$ cat config.mk
export PLATFORM = sky130hd
export DESIGN_NAME = fifo_rd_bridge
export DESIGN_NICKNAME = d
export VERILOG_FILES = /design/src/rtl/fifo_rd_bridge.sv
export SDC_FILE = /design/constraint.sdc
export NUM_CORES = 1
export LEC_CHECK = 0
export ABC_AREA = 1
export CELL_PAD_IN_SITES_DETAIL_PLACEMENT = 1
export CELL_PAD_IN_SITES_GLOBAL_PLACEMENT = 2
export CORE_MARGIN = 10
export CORE_UTILIZATION = 30
export CTS_BUF_LIST = sky130_fd_sc_hd__clkbuf_4 sky130_fd_sc_hd__clkbuf_8
export DETAILED_ROUTE_END_ITERATION = 10
export GPL_ROUTABILITY_DRIVEN = 0
export GPL_TIMING_DRIVEN = 1
export PLACE_DENSITY = 0.86
export SYNTH_ARGS = -nofsm -noshare
export SYNTH_HDL_FRONTEND = slang
export SYNTH_SLANG_ARGS = --single-unit
$ cat constraint.sdc
create_clock -name clk -period 2.3 [get_ports clk]
set_input_delay 0.23 -clock clk [delete_from_list [all_inputs] [get_ports clk]]
set_output_delay 0.23 -clock clk [all_outputs]
set_load 0.03 [all_outputs]
$ cat src/rtl/fifo_rd_bridge.sv
// -----------------------------------------------------------------------------
// fifo_rd_bridge
//
// Read-side companion for the synchronous FIFO. Pops words out of the FIFO,
// captures fifo_dout in the pop cycle (the only cycle it is valid), and
// presents the words downstream as a registered valid/ready stream through a
// 2-entry buffer so that a stalling consumer never loses or duplicates a word.
//
// Parameters
//   DATA_WIDTH  width of FIFO words and stream data
//   CNT_WIDTH   width of the completed-transfer counter
//
// Ports
//   clk         single clock, rising edge
//   rstn        asynchronous active-low reset
//   fifo_empty  FIFO empty flag
//   fifo_dout   FIFO read data, valid only when fifo_pop=1 and fifo_empty=0
//   fifo_pop    pop request to the FIFO
//   flush       synchronous discard of all buffered words
//   m_valid     stream data valid
//   m_ready     consumer accepts
//   m_data      stream data (head entry)
//   occ         buffer occupancy 0..2; this is also the FSM state encoding
//   xfer_cnt    count of completed stream transfers (wraps, no saturation)
//
// Stream handshake: a word transfers on every rising edge where
// m_valid=1 and m_ready=1. Once m_valid is raised, m_valid and m_data hold
// steady until that transfer happens (or a flush discards the word);
// m_valid never depends combinationally on m_ready.
// -----------------------------------------------------------------------------
module fifo_rd_bridge #(
    parameter int DATA_WIDTH = 32,
    parameter int CNT_WIDTH  = 16
) (
    input  logic                  clk,
    input  logic                  rstn,
    input  logic                  fifo_empty,
    input  logic [DATA_WIDTH-1:0] fifo_dout,
    output logic                  fifo_pop,
    input  logic                  flush,
    output logic                  m_valid,
    input  logic                  m_ready,
    output logic [DATA_WIDTH-1:0] m_data,
    output logic [1:0]            occ,
    output logic [CNT_WIDTH-1:0]  xfer_cnt
);

    // State value equals the number of buffered words, so occ is the state.
    typedef enum logic [1:0] {
        S_EMPTY = 2'd0,
        S_ONE   = 2'd1,
        S_TWO   = 2'd2
    } state_t;

    localparam logic [CNT_WIDTH-1:0] CNT_ONE = CNT_WIDTH'(1);

    state_t                r_state;
    logic                  r_valid;
    logic [CNT_WIDTH-1:0]  r_xfer_cnt;
    logic [DATA_WIDTH-1:0] r_buf0;   // head entry, drives m_data
    logic [DATA_WIDTH-1:0] r_buf1;   // second entry

    logic                  w_pop;
    logic                  w_fire;

    // Pop depends only on registered state, fifo_empty, flush and reset.
    // m_ready is deliberately absent so there is no ready-to-pop path; the
    // second buffer entry absorbs the one word popped before the stall is
    // seen. rstn gates the pop so the FIFO is never popped during reset.
    assign w_pop  = rstn & ~fifo_empty & ~flush & (r_state != S_TWO);
    assign w_fire = r_valid & m_ready;

    // Occupancy FSM with registered valid and transfer counter.
    always_ff @(posedge clk or negedge rstn) begin
        if (!rstn) begin
            r_state    <= S_EMPTY;
            r_valid    <= 1'b0;
            r_xfer_cnt <= '0;
        end else begin
            // A transfer that coincides with a flush still completed
            // downstream, so it is always counted.
            if (w_fire) begin
                r_xfer_cnt <= r_xfer_cnt + CNT_ONE;
            end

            if (flush) begin
                r_state <= S_EMPTY;
                r_valid <= 1'b0;
            end else begin
                case (r_state)
                    S_EMPTY: begin
                        if (w_pop) begin
                            r_state <= S_ONE;
                            r_valid <= 1'b1;
                        end
                    end
                    S_ONE: begin
                        if (!w_pop && w_fire) begin
                            r_state <= S_EMPTY;
                            r_valid <= 1'b0;
                        end else if (w_pop && !w_fire) begin
                            r_state <= S_TWO;
                            r_valid <= 1'b1;
                        end
                        // pop&fire and idle both stay in ONE
                    end
                    S_TWO: begin
                        if (w_fire) begin
                            r_state <= S_ONE;
                            r_valid <= 1'b1;
                        end
                    end
                    default: begin
                        r_state <= S_EMPTY;
                        r_valid <= 1'b0;
                    end
                endcase
            end
        end
    end

    // Data path carries no reset: contents are don't-care while the
    // corresponding entry is not occupied.
    always_ff @(posedge clk) begin
        if (w_pop && ((r_state == S_EMPTY) || ((r_state == S_ONE) && w_fire))) begin
            // Head is empty or is leaving this edge: new word becomes head.
            r_buf0 <= fifo_dout;
        end else if (w_pop && (r_state == S_ONE)) begin
            // Head is stalled: park the new word behind it.
            r_buf1 <= fifo_dout;
        end else if ((r_state == S_TWO) && w_fire) begin
            // Head left: second entry advances.
            r_buf0 <= r_buf1;
        end
    end

    assign fifo_pop = w_pop;
    assign m_valid  = r_valid;
    assign m_data   = r_buf0;
    assign occ      = r_state;
    assign xfer_cnt = r_xfer_cnt;

endmodule

[After elaboration in Yosys (flattened, before gate mapping)]
Cells that the tools add are included.
Storage, ports and cells
  word-level logic and storage cells: 49
  flip-flop bits (word level): 83
  input port bits: 37
  memory bits (writable): 0
  memories kept: 0
  output and inout bits: 52
  latch bits: 0
  ROM bits: 0
Cells by class
  $add $sub $neg: 1
  bitwise operators: 7
  order comparisons: 0
  shift-type cells: 0
  div/mod/pow operators: 0
  muxes and demuxes: 15
  reduce and logical (&&, ||, !) cells: 14
  equality and inequality tests: 7
  multiply operators: 0
Operators by type and width (number)
  two-way mux 32 bit: 3
  adder 16 x 1 -> 16 bit (second input constant): 1
  two-way mux 2 bit: 5
  logical AND 1 bit: 6
  != test 3 bit (second input constant): 2
  case mux 2 bit (3 select lines): 1
  two-way mux 1 bit: 5
  AND 1 bit: 4
  != test 2 bit (second input constant): 2
  != test 4 bit (second input constant): 1
  AND reduction 2 bit: 2
  inverter 1 bit: 3
  case mux 1 bit (3 select lines): 1
  AND reduction 3 bit: 1
  equality test 2 x 1 -> 1 bit (second input constant): 1
  equality test 2 bit (second input constant): 1
  zero test 1 bit: 2
  zero test 2 bit: 1
  nonzero test 2 bit: 1
  logical OR 1 bit: 1

[Logic depth before layout (Yosys ltp)]
Gate-level depths: netlist (run 1).
  word-level depth: 9
  depth in mapped cells: 8
  depth with buffers taken out: 8

[Worst setup path after synthesis (run 1)]
Ideal clock, no wire load.
  kind: reg-to-reg
  start point: register r_state[0], in the netlist occ[0]
  end point: register r_buf1[0], enable pin
  slack: -0.501 ns
  data required time: 1.879 ns
  library setup time: 0.421 ns
  stages on the path, launching flop included: 5
  buffers on the path: 0
  arrival time: 2.380 ns
  clock period less this slack: 2.801 ns
  cell sequence: dfrtp_1 inv_1 nand2_1 nand4_1 nor2_1
On the way
  longest elaborated chain between the ends: 6
  elaborated cells on any way between the ends: 10
  those cells by class: 2 x eq/ne; 2 x bitwise; 6 x reduce/logical
RTL lines
  start: declaration: RTL line 57  | state_t r_state;
  start signal: assignment: RTL line 76  | r_state <= S_EMPTY;
  start signal: assignment: RTL line 87  | r_state <= S_EMPTY;
  start signal: assignment: RTL line 93  | r_state <= S_ONE;
  equality test 2 x 1 -> 1 bit: RTL line 125, 128
  logical AND 1 bit: RTL line 125  | if (w_pop && ((r_state == S_EMPTY) || ((r_state == S_ONE) && w_fire))) begin
  logical OR 1 bit: RTL line 125
  logical AND 1 bit: RTL line 125
  inverter 1 bit (no line)
  AND reduction 2 bit (no line) *
  end signal: assignment: RTL line 130  | r_buf1 <= fifo_dout;
  end: declaration: RTL line 61  | logic [DATA_WIDTH-1:0] r_buf1;
Mark *: on every way between the ends. The rest lies on a longest branch, timed or not.
A chain may end at the register's enable or synchronous reset.

[Worst setup path after layout (run 1)]
  start point: register r_state[0], in the netlist occ[0]
  end point: register r_buf0[25], in the netlist m_data[25], enable pin
On the way
  longest elaborated chain between the ends: 6
  elaborated cells on any way between the ends: 13
  those cells by class: 4 x eq/ne; 1 x bitwise; 8 x reduce/logical
RTL lines
  equality test 2 x 1 -> 1 bit: RTL line 125, 128
  logical AND 1 bit: RTL line 125
  logical OR 1 bit: RTL line 125
  logical AND 1 bit: RTL line 125
  != test 2 bit (no line) or nonzero test 2 bit (tied branches)
  AND reduction 2 bit (no line) *
  end signal: assignment: RTL line 127  | r_buf0 <= fifo_dout;
  end signal: assignment: RTL line 133  | r_buf0 <= r_buf1;
  end: declaration: RTL line 60  | logic [DATA_WIDTH-1:0] r_buf0;
Marked as above.

==> flow_summary.yaml, run 1 <==
run_status:
  status: "complete, no violations"
pwr:
  power.leakage_nw: 1.99
  power_frac_comb_pct: 20.7
  switching_share_pct: 29.5
  p_sw_w: 0.00107
  p_int_w: 0.00255
  pwr-share-clk_pct: 28.8
  power_density_nw_per_um2: 752
  power.share.sequential_pct: 50.5
  peakVddDrop_uv: 655
placement:
  dp.cells: 525
  portBuffers: 88
  dpl_worst_slack_ns: 0.0996
  place_hpwl_um: 6500
floorplan:
  core_sq_um: 11500
  io_pins: 89
  initial_core_util_pct: 30.9
  dieArea_sq_um: 16600
  die_y_um: 129
  num_rows: 39
  die_x_um: 129
final_layout:
  nNetsFinal: 431
  fin_cells: 541
  area_growth_pct: 35.3
  seq_area_sq_um: 2400
  drive_gt1_share_pct: 13.3
  fill_cells: 1260
  antennaDiodeCount: 0
  multi_input_area_sq_um: 907
global_routing:
  grt_max_degree: 65
  antenna_found_initial: 0
  grt.total_usage_pct: 10.6
  grt_pass1_wl_um: 13600
  globalRoute.totalOverflow: 0
  grt_pass1_vias: 2704
timing:
  worst_slew_pin_slew_ns: 1.07
  fmax_mhz: 494
  slew_headroom_pct: 28.7
  hold_viol: 0
  fin_crit_ns: 2.02
  finClkSkew_ns: 0.00667
  whs_ns: 0.299
  rsz0062_at_grt: "no"
  finalMaxSlewViolations: 0
  fin_setup_tns_ns: 0
  setup_slack_ns: 0.278
  period_share_pct: 87.9
  setup_viol: 0
routing:
  firstDrtPassIters: 4
  wl_um: 8630
  ant_nets: 0
  highest_layer: "met4"
  wl_met2_um: 4060
  drt_iter0_markers: 73
  route.met3.wl_um: 825
  vias_per_cell: 4.42
  wirelength_met1_um: 3620
  vias: 2392
  wl_per_cell_um: 16.0
  route.detailed.drc: 0
critical_path:
  critical_path_required_ns: 2.27
  path_cells: "inv_1 > nand2_1 > o21ai_4"
  cp.arrival_ns: 1.99
  end_kind: "flop"
  slowest_stage: "o21ai_4"
  crit_family: "compound AO/OA/AOI/OAI gates"
  max_stage_delay_ns: 0.88
  worstSetupPathType: "flop to flop"
  cp.buffers_inverters: 1
  cp_max_fo: 32
  start_kind: "flop"
logic_synthesis:
  yosys_warnings: 0
  mappedNetlistArea_sq_um: 3560
  synth_flop_cell: "edfxtp_1"
  synth.yosys.seq_area_share_pct: 67.4
  synthesis.nets: 335
  ys_ff_latch: 83
  ys_types: 28
  async_reset_ff_share_pct: 22.9
  synth_area_per_cell_sq_um: 12.0
  synth_edf_count: 64
  synth_cells: 297
cts:
  clk_pin_slew_ns: 0.09
  cts_setup_buffers: 0
  htreeDepth: 3
  clock_path_buffers: 2
  root_buffer: "clkbuf_8"
  cts_resized: 0
  clock-sinks: 83
  clk_latency_ns: 0.35
  cts_buffers: 9
  cts_tree: "yes"
  hold_buffers: 0
worst_hold_path:
  hp-class: "input pin to async pin"
flow_run:
  max_cap_violations: 0
==> worst paths after layout <==
check | startpoint | to | slack [ns] | depth (start not counted)
max | occ[0]$_DFFE_PN0P_ | m_data[25]$_DFFE_PP_ | 0.28 | 3
min in group clk | fifo_dout[23] | r_buf1[23]$_DFFE_PP_ | 0.46 | 1
min | rstn | xfer_cnt[0]$_DFFE_PN0P_ | 0.30 | 2
max reg2reg | occ[0]$_DFFE_PN0P_ | m_data[25]$_DFFE_PP_ | 0.28 | 3
max in group asynchronous | rstn | xfer_cnt[13]$_DFFE_PN0P_ | 1.79 | 2
min reg2reg | xfer_cnt[5]$_DFFE_PN0P_ | xfer_cnt[5]$_DFFE_PN0P_ | 0.52 | 1
==> final cells by class <==
cell class              instances  area share (%)
clock inverters                 6            1.38
multi-input cells             156            18.9
inverters                      51            4.08
repair buffers                 92            19.4
flip-flops and latches         83            49.8
well taps                     143            3.72
clock buffers                  10            2.73
==> flip-flops by register name (all words and copies together), names as in the netlist <==
register	count
m_valid	1
occ	2
m_data	32
xfer_cnt	16
r_buf1	32
==> placed cells by master, fill, tap and decap left out, types with 2 or more instances in the layout <==
cell type        count
buf_4                3
dfrtp_1             19
clkinv_4             3
clkdlybuf4s50_1     87
o21bai_1             2
nor2_4               2
buf_12               2
nor2_1              12
edfxtp_1            64
clkinv_2             2
o21ai_0             13
xor2_1               5
nand2_1             71
clkbuf_8             9
xnor2_1              5
nor3_4               2
nand4_1              5
o21ai_2             22
inv_1               50
nand3_1              6
==> routing by layer <==
layer  GRT usage, %  up-vias
met5              0        -
met4           4.21        0
met3           4.72       11
met2           17.8       73
met1           11.4     1144
li1               -     1164
==> stage by stage <==
stage	util (%)	instance area (sq um)	power, W
2_1_floorplan	-	3560	0.00227
3_3_place_gp	40.1	4610	0.00260
3_5_place_dp	40.1	4610	0.00262
4_1_cts	41.8	4810	0.00368
5_1_grt	41.8	4810	0.00380
6_report	41.8	4810	0.00362
==> power groups by stage <==
stage	clock network [W]	logic [W]	registers [W]
finish	0.00104	0.000748	0.00183
global route	0.00114	0.000813	0.00185
CTS	0.00109	0.000765	0.00183
detailed placement	0	0.000760	0.00186
global placement	0	0.000740	0.00186
floorplan	0	0.000251	0.00202
==> cells by family after synthesis <==
kind of cell    synth area share, %
buf+inv                        7.74
simple gates                   13.2
fa+ha+maj                     0.352
flops                          67.4
xor+xnor                       2.46
compound gates                 8.80
==> cells in the mapped netlist, types with 2 or more instances <==
cell	instances	area, sq um
inv_1	50	188
nor3_4	2	32.5
dfrtp_1	19	475
nand2_1	71	267
o21bai_1	2	15.0
xor2_1	5	43.8
nand4_1	5	31.3
nand3_1	6	30.0
xnor2_1	5	43.8
nor2_1	13	48.8
buf_8	2	30.0
o21ai_0	13	65.1
edfxtp_1	64	1920
o21ai_2	23	201
buf_6	4	45.0
Note: power is estimated with default switching activity, not from simulation.
==> run 2, diff against run 1 <==
--- a/config.mk
+++ b/config.mk
@@ -9,12 +9,12 @@
 export CELL_PAD_IN_SITES_DETAIL_PLACEMENT = 1
 export CELL_PAD_IN_SITES_GLOBAL_PLACEMENT = 2
 export CORE_MARGIN = 10
-export CORE_UTILIZATION = 30
+export CORE_UTILIZATION = 33
 export CTS_BUF_LIST = sky130_fd_sc_hd__clkbuf_4 sky130_fd_sc_hd__clkbuf_8
 export DETAILED_ROUTE_END_ITERATION = 10
 export GPL_ROUTABILITY_DRIVEN = 0
 export GPL_TIMING_DRIVEN = 1
-export PLACE_DENSITY = 0.86
+export PLACE_DENSITY = 0.89
 export SYNTH_ARGS = -nofsm -noshare
 export SYNTH_HDL_FRONTEND = slang
 export SYNTH_SLANG_ARGS = --single-unit
==> constraint.sdc (replaced) <==
create_clock -name clk -period 2.05 [get_ports clk]
set_input_delay 0.205 -clock clk [delete_from_list [all_inputs] [get_ports clk]]
set_output_delay 0.205 -clock clk [all_outputs]
set_load 0.03 [all_outputs]
==> flow_summary.yaml, run 2 (synthesis gave the netlist of run 1 again) <==
cts:
  cts_buffers: 9
  clk_pin_slew_ns: 0.09
  clk_latency_ns: 0.34
  cts_tree: "yes"
  clock_path_buffers: 2
  root_buffer: "clkbuf_8"
  cts_setup_buffers: 0
  clock-sinks: 83
  cts_resized: 0
  htreeDepth: 3
  hold_buffers: 0
flow_run:
  max_cap_violations: 0
placement:
  portBuffers: 88
  dpl_worst_slack_ns: 0.0710
  place_hpwl_um: 6320
  dp.cells: 520
critical_path:
  end_kind: "output port"
  path_cells: "clkdlybuf4s50_1"
  cp.buffers_inverters: 1
  cp_max_fo: 6
  max_stage_delay_ns: 0.73
  worstSetupPathType: "flop to output port"
  slowest_stage: "clkdlybuf4s50_1"
  start_kind: "flop"
  cp.arrival_ns: 1.55
  critical_path_required_ns: 1.85
  crit_family: "buffers and inverters"
pwr:
  pwr-share-clk_pct: 26.9
  peakVddDrop_uv: 693
  switching_share_pct: 30.7
  p_sw_w: 0.00121
  power.leakage_nw: 1.98
  power_density_nw_per_um2: 823
  power_frac_comb_pct: 21.3
  p_int_w: 0.00274
  power.share.sequential_pct: 51.8
floorplan:
  initial_core_util_pct: 34.1
  num_rows: 37
  core_sq_um: 10400
  die_y_um: 124
  io_pins: 89
  dieArea_sq_um: 15300
  die_x_um: 124
run_status:
  status: "complete, no violations"
global_routing:
  globalRoute.totalOverflow: 0
  grt_pass1_wl_um: 13700
  antenna_found_initial: 1
  grt_max_degree: 65
  grt_pass1_vias: 2630
  grt.total_usage_pct: 11.5
timing:
  setup_slack_ns: 0.290
  period_share_pct: 85.8
  fmax_mhz: 568
  finalMaxSlewViolations: 0
  rsz0062_at_grt: "no"
  hold_viol: 0
  worst_slew_pin_slew_ns: 0.401
  fin_setup_tns_ns: 0
  fin_crit_ns: 1.76
  setup_viol: 0
  whs_ns: 0.262
  slew_headroom_pct: 73.2
  finClkSkew_ns: 0.00990
final_layout:
  nNetsFinal: 433
  area_growth_pct: 35.1
  drive_gt1_share_pct: 13.5
  antennaDiodeCount: 0
  fin_cells: 536
  mostFrequentLayoutCell: "clkdlybuf4s50_1"
  final_cell_mix: "clkdlybuf4s50_1 (87), nand2_1 (71), edfxtp_1 (64)"
  fill_cells: 1122
routing:
  firstDrtPassIters: 4
  wl_per_cell_um: 16.0
  wl_um: 8580
  route.detailed.drc: 0
  vias_per_cell: 4.46
  ant_nets: 0
  vias: 2391
  drt_iter0_markers: 109
worst_hold_path:
  hp-class: "input pin to async pin"
run 2: worst paths after layout:
path | start | to | slack (ns) | cells after the start
worst max-delay path | xfer_cnt[8]$_DFFE_PN0P_ | xfer_cnt[8] | 0.29 | 1
worst min-delay path | rstn | xfer_cnt[6]$_DFFE_PN0P_ | 0.26 | 2
worst max register to register | m_valid$_DFFE_PN0P_ | m_data[2]$_DFFE_PP_ | 0.37 | 5
worst min register to register | xfer_cnt[6]$_DFFE_PN0P_ | xfer_cnt[6]$_DFFE_PN0P_ | 0.52 | 1
max in group asynchronous | rstn | xfer_cnt[11]$_DFFE_PN0P_ | 1.57 | 2
min in group clk | fifo_dout[5] | r_buf1[5]$_DFFE_PP_ | 0.44 | 1
run 2: stage by stage:
step | power, W | area (sq um) | utilization [%]
after global routing | 0.00416 | 4800 | 46.1
final | 0.00395 | 4800 | 46.1
after floorplan | 0.00255 | 3570 | -
after global placement | 0.00291 | 4630 | 44.5
after CTS | 0.00401 | 4800 | 46.1
after detailed placement | 0.00294 | 4630 | 44.5
run 2: cell type report:
type / count / area [sq um] / area share (%)
well taps: 136 / 170 / 3.54
flip-flops and latches: 83 / 2400 / 49.9
multi-input cells: 156 / 907 / 18.9
repair buffers: 94 / 961 / 20.0
clock buffers: 10 / 131 / 2.73
inverters: 51 / 196 / 4.09
clock inverters: 6 / 41.3 / 0.859
run 2: power by group through the flow:
stage / Combinational [W] / Sequential (W) / Clock (W)
6_report: 0.000840 / 0.00205 / 0.00106
5_1_grt: 0.000920 / 0.00207 / 0.00117
4_1_cts: 0.000860 / 0.00205 / 0.00110
3_5_place_dp: 0.000853 / 0.00208 / 0
3_3_place_gp: 0.000834 / 0.00208 / 0
2_1_floorplan: 0.000286 / 0.00226 / 0
run 2: routing by layer:
metal | track usage (%) | up-vias | part of all wire, %
met3 | 5.20 | 8 | 10
met4 | 2.77 | 2 | 0.79
met5 | 0 | - | 0.13
met2 | 18.6 | 77 | 47
met1 | 13.7 | 1133 | 42
li1 | - | 1171 | -
